`config.mk`:
```
export PLATFORM = sky130hd
export DESIGN_NAME = ddr3_tl_arbiter
export DESIGN_NICKNAME = d
export VERILOG_FILES = /design/src/rtl/ddr3_tl_pkg.sv /design/src/rtl/ddr3_tl_arbiter.sv
export SDC_FILE = /design/constraint.sdc
export NUM_CORES = 1
export LEC_CHECK = 0
export CORE_AREA = 2 2 202 204
export DETAILED_ROUTE_END_ITERATION = 10
export DIE_AREA = 0 0 204 206
export HOLD_SLACK_MARGIN = 0.02
export RECOVER_POWER = 100
export SLEW_MARGIN = 20
export SYNTH_ARGS = -nofsm -noshare
export SYNTH_HDL_FRONTEND = slang
export SYNTH_SLANG_ARGS = --single-unit
```
`constraint.sdc`:
```
create_clock -name clk -period 1.9 [get_ports clk]
set_input_delay 0.19 -clock clk [delete_from_list [all_inputs] [get_ports clk]]
set_output_delay 0.19 -clock clk [all_outputs]
set_load 0.02 [all_outputs]
```
`src/rtl/ddr3_tl_pkg.sv`:
```
// Shared TileLink-UH constants and arbiter state type for the DDR3 front end.
package ddr3_tl_pkg;

    localparam logic [2:0] TL_GET           = 3'd4;
    localparam logic [2:0] TL_PUTFULL       = 3'd0;
    localparam logic [2:0] TL_ACCESSACK     = 3'd0;
    localparam logic [2:0] TL_ACCESSACKDATA = 3'd1;

    localparam int BEATS_PER_BURST = 8;

    typedef enum logic [1:0] {
        ST_IDLE  = 2'd0,
        ST_HOLD  = 2'd1,
        ST_BURST = 2'd2
    } arb_state_t;

endpackage

```
`src/rtl/ddr3_tl_arbiter.sv`:
```
// Two-master round-robin TileLink-UH arbiter in front of the DDR3 adapter.
// A channel is granted per whole message; D channel is routed back by the source tag MSB.
module ddr3_tl_arbiter
    import ddr3_tl_pkg::*;
#(
    parameter int ADDRESS_WIDTH = 28,
    parameter int SOURCE_WIDTH  = 4
) (
    input  logic                      clk,
    input  logic                      reset_n,

    input  logic                      m0_a_valid,
    output logic                      m0_a_ready,
    input  logic [2:0]                m0_a_opcode,
    input  logic [SOURCE_WIDTH-1:0]   m0_a_source,
    input  logic [ADDRESS_WIDTH-1:0]  m0_a_address,
    input  logic [63:0]               m0_a_data,

    input  logic                      m1_a_valid,
    output logic                      m1_a_ready,
    input  logic [2:0]                m1_a_opcode,
    input  logic [SOURCE_WIDTH-1:0]   m1_a_source,
    input  logic [ADDRESS_WIDTH-1:0]  m1_a_address,
    input  logic [63:0]               m1_a_data,

    output logic                      s_a_valid,
    input  logic                      s_a_ready,
    output logic [2:0]                s_a_opcode,
    output logic [SOURCE_WIDTH:0]     s_a_source,
    output logic [ADDRESS_WIDTH-1:0]  s_a_address,
    output logic [63:0]               s_a_data,

    input  logic                      s_d_valid,
    output logic                      s_d_ready,
    input  logic [2:0]                s_d_opcode,
    input  logic [SOURCE_WIDTH:0]     s_d_source,
    input  logic [63:0]               s_d_data,

    output logic                      m0_d_valid,
    input  logic                      m0_d_ready,
    output logic [2:0]                m0_d_opcode,
    output logic [SOURCE_WIDTH-1:0]   m0_d_source,
    output logic [63:0]               m0_d_data,

    output logic                      m1_d_valid,
    input  logic                      m1_d_ready,
    output logic [2:0]                m1_d_opcode,
    output logic [SOURCE_WIDTH-1:0]   m1_d_source,
    output logic [63:0]               m1_d_data
);

    localparam logic [2:0] LAST_BEAT = 3'(BEATS_PER_BURST - 1);

    arb_state_t r_state;
    arb_state_t w_state_next;
    logic       r_grant;
    logic       w_grant_next;
    logic       r_rr_last;
    logic       w_rr_last_next;
    logic [2:0] r_beat;
    logic [2:0] w_beat_next;

    logic       w_cand;
    logic       w_sel;
    logic       w_fire;
    logic       w_is_put;
    logic       w_d_idx;

    // Tie goes to the master that did not finish the previous message.
    always_comb begin
        w_cand = 1'b0;
        if (m0_a_valid && m1_a_valid) begin
            w_cand = ~r_rr_last;
        end else if (m1_a_valid) begin
            w_cand = 1'b1;
        end
    end

    // Only IDLE may pick a new master; HOLD and BURST are locked to r_grant.
    assign w_sel = (r_state == ST_IDLE) ? w_cand : r_grant;

    assign s_a_valid   = w_sel ? m1_a_valid   : m0_a_valid;
    assign s_a_opcode  = w_sel ? m1_a_opcode  : m0_a_opcode;
    assign s_a_source  = {w_sel, (w_sel ? m1_a_source : m0_a_source)};
    assign s_a_address = w_sel ? m1_a_address : m0_a_address;
    assign s_a_data    = w_sel ? m1_a_data    : m0_a_data;
    assign m0_a_ready  = ~w_sel & s_a_ready;
    assign m1_a_ready  =  w_sel & s_a_ready;

    assign w_fire   = s_a_valid & s_a_ready;
    assign w_is_put = (s_a_opcode == TL_PUTFULL);

    always_comb begin
        w_state_next   = r_state;
        w_grant_next   = r_grant;
        w_rr_last_next = r_rr_last;
        w_beat_next    = r_beat;
        case (r_state)
            ST_IDLE: begin
                if (w_fire) begin
                    if (w_is_put) begin
                        w_state_next = ST_BURST;
                        w_grant_next = w_sel;
                        w_beat_next  = 3'd1;
                    end else begin
                        w_rr_last_next = w_sel;
                    end
                end else if (s_a_valid) begin
                    w_state_next = ST_HOLD;
                    w_grant_next = w_sel;
                end
            end
            ST_HOLD: begin
                if (w_fire) begin
                    if (w_is_put) begin
                        w_state_next = ST_BURST;
                        w_beat_next  = 3'd1;
                    end else begin
                        w_state_next   = ST_IDLE;
                        w_rr_last_next = r_grant;
                    end
                end
            end
            ST_BURST: begin
                if (w_fire) begin
                    if (r_beat == LAST_BEAT) begin
                        w_state_next   = ST_IDLE;
                        w_beat_next    = 3'd0;
                        w_rr_last_next = r_grant;
                    end else begin
                        w_beat_next = r_beat + 3'd1;
                    end
                end
            end
            default: begin
                w_state_next = ST_IDLE;
                w_beat_next  = 3'd0;
            end
        endcase
    end

    always_ff @(posedge clk or negedge reset_n) begin
        if (!reset_n) begin
            r_state   <= ST_IDLE;
            r_grant   <= 1'b0;
            r_rr_last <= 1'b1;
            r_beat    <= 3'd0;
        end else begin
            r_state   <= w_state_next;
            r_grant   <= w_grant_next;
            r_rr_last <= w_rr_last_next;
            r_beat    <= w_beat_next;
        end
    end

    // D channel: stateless demux on the tag bit added on the A side.
    assign w_d_idx     = s_d_source[SOURCE_WIDTH];
    assign m0_d_valid  = s_d_valid & ~w_d_idx;
    assign m1_d_valid  = s_d_valid &  w_d_idx;
    assign s_d_ready   = w_d_idx ? m1_d_ready : m0_d_ready;
    assign m0_d_opcode = s_d_opcode;
    assign m1_d_opcode = s_d_opcode;
    assign m0_d_source = s_d_source[SOURCE_WIDTH-1:0];
    assign m1_d_source = s_d_source[SOURCE_WIDTH-1:0];
    assign m0_d_data   = s_d_data;
    assign m1_d_data   = s_d_data;

endmodule

```
==> results of run 1 <==
==> worst paths after layout <==
check                            startpoint              end  slack (ps)  cells past startpoint
worst min-delay path                reset_n       r_state[1]         290                      1
worst max register to register   r_state[1]        r_rr_last        -390                     10
min in group clk                s_d_data[0]     m0_d_data[0]         380                      0
worst max-delay path             r_state[1]  s_a_address[26]        -480                     10
worst min register to register    r_beat[2]        r_beat[2]         540                      2
max in group asynchronous           reset_n        r_rr_last        1320                      1
==> cell type report <==
type | count | area (sq um) | share of cell area
Timing Repair Buffer | 361 | 3760 | 0.5668
Multi-Input combinational cell | 155 | 1942 | 0.2927
Tap cell | 532 | 665.6 | 0.1003
Sequential cell | 7 | 176.4 | 0.02659
Clock buffer | 4 | 78.83 | 0.01188
Inverter | 3 | 11.26 | 0.001697
==> synth_stat cells (2+ instances only) <==
| cell type | instances |
|---|---|
| inv_1 | 3 |
| buf_2 | 5 |
| nor2b_1 | 3 |
| mux2_2 | 101 |
| or3b_1 | 2 |
| nand2_1 | 5 |
| and2_1 | 2 |
| o211ai_1 | 2 |
| mux2i_1 | 4 |
| ha_1 | 6 |
| nor2_1 | 2 |
| dfrtp_1 | 6 |
| nand2b_1 | 3 |
| a21oi_1 | 2 |
| nor3_1 | 3 |
| o21ai_0 | 3 |
| buf_4 | 149 |
==> power by group through the flow <==
stage               sequential, uW  combinational (uW)  clock [uW]
CTS                            239                7180         362
floorplan                      249                4420           0
finish                         240                9200         355
detailed placement             240                7000           0
global placement               239                6970           0
global route                   246                9730         378
==> through the flow <==
| stage | std cells | power [uW] | cell area [sq um] |
|---|---|---|---|
| after global routing | 1062 | 10350 | 6634 |
| after CTS | 1053 | 7784 | 6043 |
| after detailed placement | 1042 | 7236 | 5898 |
| final | 1062 | 9794 | 6634 |
| after global placement | 1042 | 7210 | 5898 |
| after floorplan | 320 | 4670 | 2995 |
==> state kept, by name (all words and copies together) (netlist names) <==
signal and count:
r_beat 3, r_state 2, r_grant 1, r_rr_last 1
==> metal layers <==
metal / track usage / up-vias / wire length [um]
met5: 0 / - / 0
met1: 0.05707 / 1356 / 5080
met3: 0.01782 / 73 / 1703
met4: 0.03649 / 0 / 794
met2: 0.1071 / 279 / 8241
li1: - / 1375 / -
==> worst max-delay path, delay by kind of cell, from the launching register on <==
kind                     cells  cell delay (ps)
AO/OA/AOI/OAI                1              160
adder cells (fa/ha/maj)      1              130
buffers and inverters        6              720
flip-flops                   1              380
multiplexers                 1              300
AND/OR/NAND/NOR              1              230
==> cell families (layout without fill, tap and decap cells) <==
kind of cell               Yosys count  after routing  synth area share
AOI/OAI and AO/OA                   15             15           0.04267
adders and majority gates            6              6           0.02586
buffers and inverters              158            368            0.4017
DFF                                  7              7           0.06078
muxes                              106            106            0.4095
and+or+nand+nor                     28             28           0.05949
==> timing repair <==
item,CTS,global route
pin swaps,2,6
setup buffers,4,6
gates cloned,3,5
resized for setup,238,403
hold buffers,0,0
endpoints found under the setup margin,110,110
==> reports/results.txt, run 1 <==
status: complete, but fails checks
failing checks: negative setup slack
Die W: 204 um
commonest non-fill, non-tap cell in the layout: clkdlybuf4s50_1
Worst Max-Slew Pin Slew: 430.4 ps
minimum clock period: 2383 ps
kind of critical path: flop to primary output
vias per inst: 2.903
setup TNS: -46150 ps
DRT Pass-1 Iters: 4
worst setup margin: -482.9 ps
H-tree levels: 1
Residual DRC: 0
vias in the first global route: 3112
synthesized netlist cell count: 320
clk_skew: 1.401 ps
most used cell along the critical path: buf_12
Final period util: 1.254
P_leak: 0.002815 uW
CTS tree: yes
P_sw: 4071 uW
sw frac: 0.4157
Final HPWL DP: 11.59 mm
Comb pwr share: 0.939
internal cell power: 5723 uW
Post-synth EDFFs: 0
max-cap viol count: 0
CTS max path bufs: 2
setup violators final: 109
CTS clk-pin slew, worst paths: 40 ps
most frequent cells in the layout: clkdlybuf4s50_1, buf_6, mux2_4
Root Driver: clkbuf_16
maximum vdd ir drop: 0.5684 mV
Worst Setup End Kind: primary output
drt first-iter violations: 57
initial antenna violation count: 0
Fin. Hold Viols: 0
# IOs: 526
Yosys reg bits: 7
fin nets: 815
Max FO, Critical Path: 5
synthesized area: 0.002903 sq mm
top_reg_cell synth: dfrtp_1
Fin Hold WS: 291.8 ps
ant diodes: 0
largest net degree at the start of global routing: 24
Area contributors post-synth: mux2_2, buf_4, dfrtp_1
biggest area consumer among synthesized cells: mux2_2
yosys warns: 0
PD cells: 1476 mW/mm^2
syn nets: 604
final core occ: 0.1651
hold crit path type: primary input to asynchronous set/reset pin
fillers: 4499
Worst Path Arrival: 2190 ps
routed vias: 3083
Synth cell types: 36
Area Overhead vs Synth: 128.5%
GR Util All Layers: 0.05827
Initial Utilization: 0.07224
CP required: 1710 ps
gr ovfl total: 0
Seq/Total Area, Yosys: 0.06078
largest stage delay on the critical path: 380 ps
Final Max Tran Viols: 0
Yosys top cell area share: 0.3918
max_slew headroom: 0.7118
post-route ant nets: 0
crit-path cells: inv_2 > ha_4 > and2b_2 > a31oi_4 > buf_12 > buf_12 > buf_6 > buf_12 > mux2_4 > buf_6
first-pass GRT wire length: 18.31 mm
Vert. Die Dim: 206 um
CP Launch Type: flop
f_max: 0.4197 GHz
Clk pwr share: 0.036
port bufs: 312
clock sink total: 7
WL/cell: 14.90 um
core region area: 0.04018 sq mm
row count: 74
Syn Area/Cell: 9.071 sq um
total CTS buffers: 3
pre-CTS setup slack: -642.6 ps
Post-Route WL: 15.82 mm
gpl congestion: 0.7408
DIE AREA: 0.04202 sq mm
ratio of cells with drive above 1 in the final layout: 0.5189
Post-synth ARST share: 1.000
unrepaired setup endpoints after global routing: yes
sequential power share: 0.024
CP max-delay cell: dfrtp_1
Worst-Skew Late Latency: 230 ps
(Power assumes the default switching activity.)
==> inputs of run 2 (changes only) <==
Settings changed: CORE_AREA 2 2 202 204 to 2 2 206 208, DIE_AREA 0 0 204 206 to 0 0 208 210.
Clock period 1.9 ns to 2.9 ns, I/O delays scaled along.
==> run 2 against run 1 <==
  * The run now ends clean
  * Count of clock-buffer cells in the layout unchanged
  * Clock power shrank 34%
  * Critical path depth down 2
  * Routed wire length shrank 17%
  * Sequential share of layout area rose by 0.51 points
  * Critical path type unchanged
==> reports/results.txt, run 2 (synthesis gave the netlist of run 1 again) <==
clk_skew: 1.029 ps (-0.3720 ps)
core region area: 0.04148 sq mm (+3.2%)
first-pass GRT wire length: 18.60 mm (+1.6%)
Post-CTS Setup Bufs: 0 (-4)
setup violators final: 0 (-100%)
sw frac: 0.4787 (+0.06306)
Root Driver: clkbuf_16
vias in the first global route: 3174 (+2.0%)
M1 WL: 3.845 mm (-24%)
P_sw: 2016 uW (-50%)
Worst Max-Slew Pin Slew: 472.5 ps (+42.10 ps)
Worst Path Arrival: 2480 ps (+290 ps)
# IOs: 526 (unchanged)
ratio of cells with drive above 1 in the final layout: 0.2389 (-0.2800)
WL met2: 6.643 mm (-19%)
setup TNS: 0 ps (+46150 ps)
max FFs per register: 3 (unchanged)
P_leak: 0.002111 uW (-25%)
commonest non-fill, non-tap cell in the layout: clkdlybuf4s50_1
DIE AREA: 0.04368 sq mm (+3.9%)
vias per inst: 2.795 (-3.7%)
internal cell power: 2195 uW (-62%)
fillers: 4781 (+6.3%)
Fin Hold WS: 395.1 ps (+103.3 ps)
gpl congestion: 0.7148 (-3.5%)
clock sink total: 7 (unchanged)
port bufs: 312 (unchanged)
Comb pwr share: 0.904 (-0.035)
DR top layer: met4
CP required: 2610 ps (+900 ps)
Worst Setup End Kind: primary output
f_max: 0.3611 GHz
kind of critical path: flop to primary output
max-cap viol count: 0 (unchanged)
status: finished clean
initial antenna violation count: 2 (+2)
Initial Utilization: 0.06998 (-0.002253)
Die W: 208 um (+2.0%)
Final period util: 0.9550
CP Launch Type: flop
most frequent cells in the layout: clkdlybuf4s50_1, mux2_2, dlygate4sd2_1
fin nets: 779 (-4.4%)
PD cells: 755.5 mW/mm^2 (-49%)
# hold bufs at CTS: 0 (unchanged)
Final HPWL DP: 11.68 mm (+0.77%)
DRT Pass-1 Iters: 4 (unchanged)
Max FO, Critical Path: 12 (+7)
Fin. Hold Viols: 0 (unchanged)
drt first-iter violations: 24 (-58%)
Post-Route WL: 13.18 mm (-17%)
largest net degree at the start of global routing: 29 (+21%)
CTS tree: yes
total CTS buffers: 3 (unchanged)
routed vias: 2890 (-6.3%)
Worst-Skew Late Latency: 230 ps (about the same)
Area Overhead vs Synth: 91.98%
GR Util All Layers: 0.05513 (-0.003136)
hold crit path type: primary input to asynchronous set/reset pin
metal3 WL: 1.809 mm (+6.2%)
row count: 75 (+1.4%)
Final Max Tran Viols: 0 (unchanged)
maximum vdd ir drop: 0.3552 mV (-38%)
WL/cell: 12.75 um (-14%)
CTS clk-pin slew, worst paths: 40 ps (about the same)
max_slew headroom: 0.6836 (-0.02819)
top flop regs: r_beat x3, r_state x2
H-tree levels: 1 (unchanged)
post-route ant nets: 0 (unchanged)
gr ovfl total: 0 (unchanged)
Residual DRC: 0 (unchanged)
sequential power share: 0.041 (+0.017)
CTS max path bufs: 2 (unchanged)
Vert. Die Dim: 210 um (+1.9%)
Clk pwr share: 0.055 (+0.019)
largest register by flop count: r_beat
unrepaired setup endpoints after global routing: no
minimum clock period: 2770 ps
## run 2: changes by cell type in the layout (fill, tap and decap cells not counted), moves of 5 or more
cell	change
mux2_1	+5
dlymetal6s2s_1	+5
mux2_4	-78
mux2_2	+73
clkdlybuf4s50_1	+5
buf_6	-83
dlygate4sd2_1	+76
clkbuf_1	+15
buf_2	-20
buf_8	-8
buf_4	-16
## run 2: timing repair
| action | CTS | global route |
|---|---|---|
| pin swaps | 0 | 0 |
| setup endpoints to repair | 76 | 18 |
| resized for setup | 76 | 18 |
| hold endpoints to repair | 0 | 0 |
## run 2: worst max-delay path: stages, from the launching register on
cell and delay, ps:
dfrtp_1 410, inv_1 140, ha_1 190, and2b_1 200, a31oi_4 170, buf_12 180
buf_4 200, mux2_1 400, dlygate4sd2_1 350
## run 2: worst paths after layout
| check | cells after the start | slack [ps] | to | start |
|---|---|---|---|---|
| min reg2reg | 2 | 550 | r_beat[2] | r_beat[2] |
| min | 1 | 400 | r_beat[0] | reset_n |
| max | 8 | 130 | s_a_data[59] | r_state[0] |
| min in group clk | 2 | 550 | r_beat[2] | r_beat[2] |
| max in group asynchronous | 1 | 2220 | r_rr_last | reset_n |
| max reg2reg | 9 | 320 | r_beat[2] | r_state[0] |
## run 2: area by class of cell
type / count / area, sq um / share of cell area
diodes: 1 / 2.502 / 0.0004490
clock buffers: 4 / 78.83 / 0.01414
inverters: 3 / 11.26 / 0.002021
multi-input cells: 155 / 1560 / 0.2800
flip-flops and latches: 7 / 176.4 / 0.03166
well taps: 539 / 674.4 / 0.1210
repair buffers: 325 / 3069 / 0.5507
## run 2: power groups by stage
stage / logic [uW] / registers (uW) / clock network, uW
after floorplan: 2750 / 162 / 0
after global placement: 4360 / 169 / 0
after detailed placement: 4370 / 171 / 0
after CTS: 4050 / 171 / 239
after global routing: 4080 / 177 / 247
final: 3810 / 172 / 233
## run 2: layer usage
layer | GRT usage | vias to the layer above
met2 | 0.1034 | 273
met3 | 0.02279 | 75
li1 | - | 1307
met4 | 0.03571 | 0
met1 | 0.04826 | 1235
met5 | 0 | -
## run 2: stage by stage
stage | instances | setup slack (ps) | utilization | power [uW] | instance area (sq um)
floorplan | 320 | 715.2 | - | 2909 | 2903
CTS | 1033 | 0.06817 | 0.1364 | 4461 | 5659
global placement | 1029 | 112.7 | 0.1368 | 4525 | 5675
global route | 1034 | 23.85 | 0.1344 | 4499 | 5573
detailed placement | 1029 | 127.1 | 0.1368 | 4540 | 5675
finish | 1034 | 130.4 | 0.1344 | 4211 | 5573
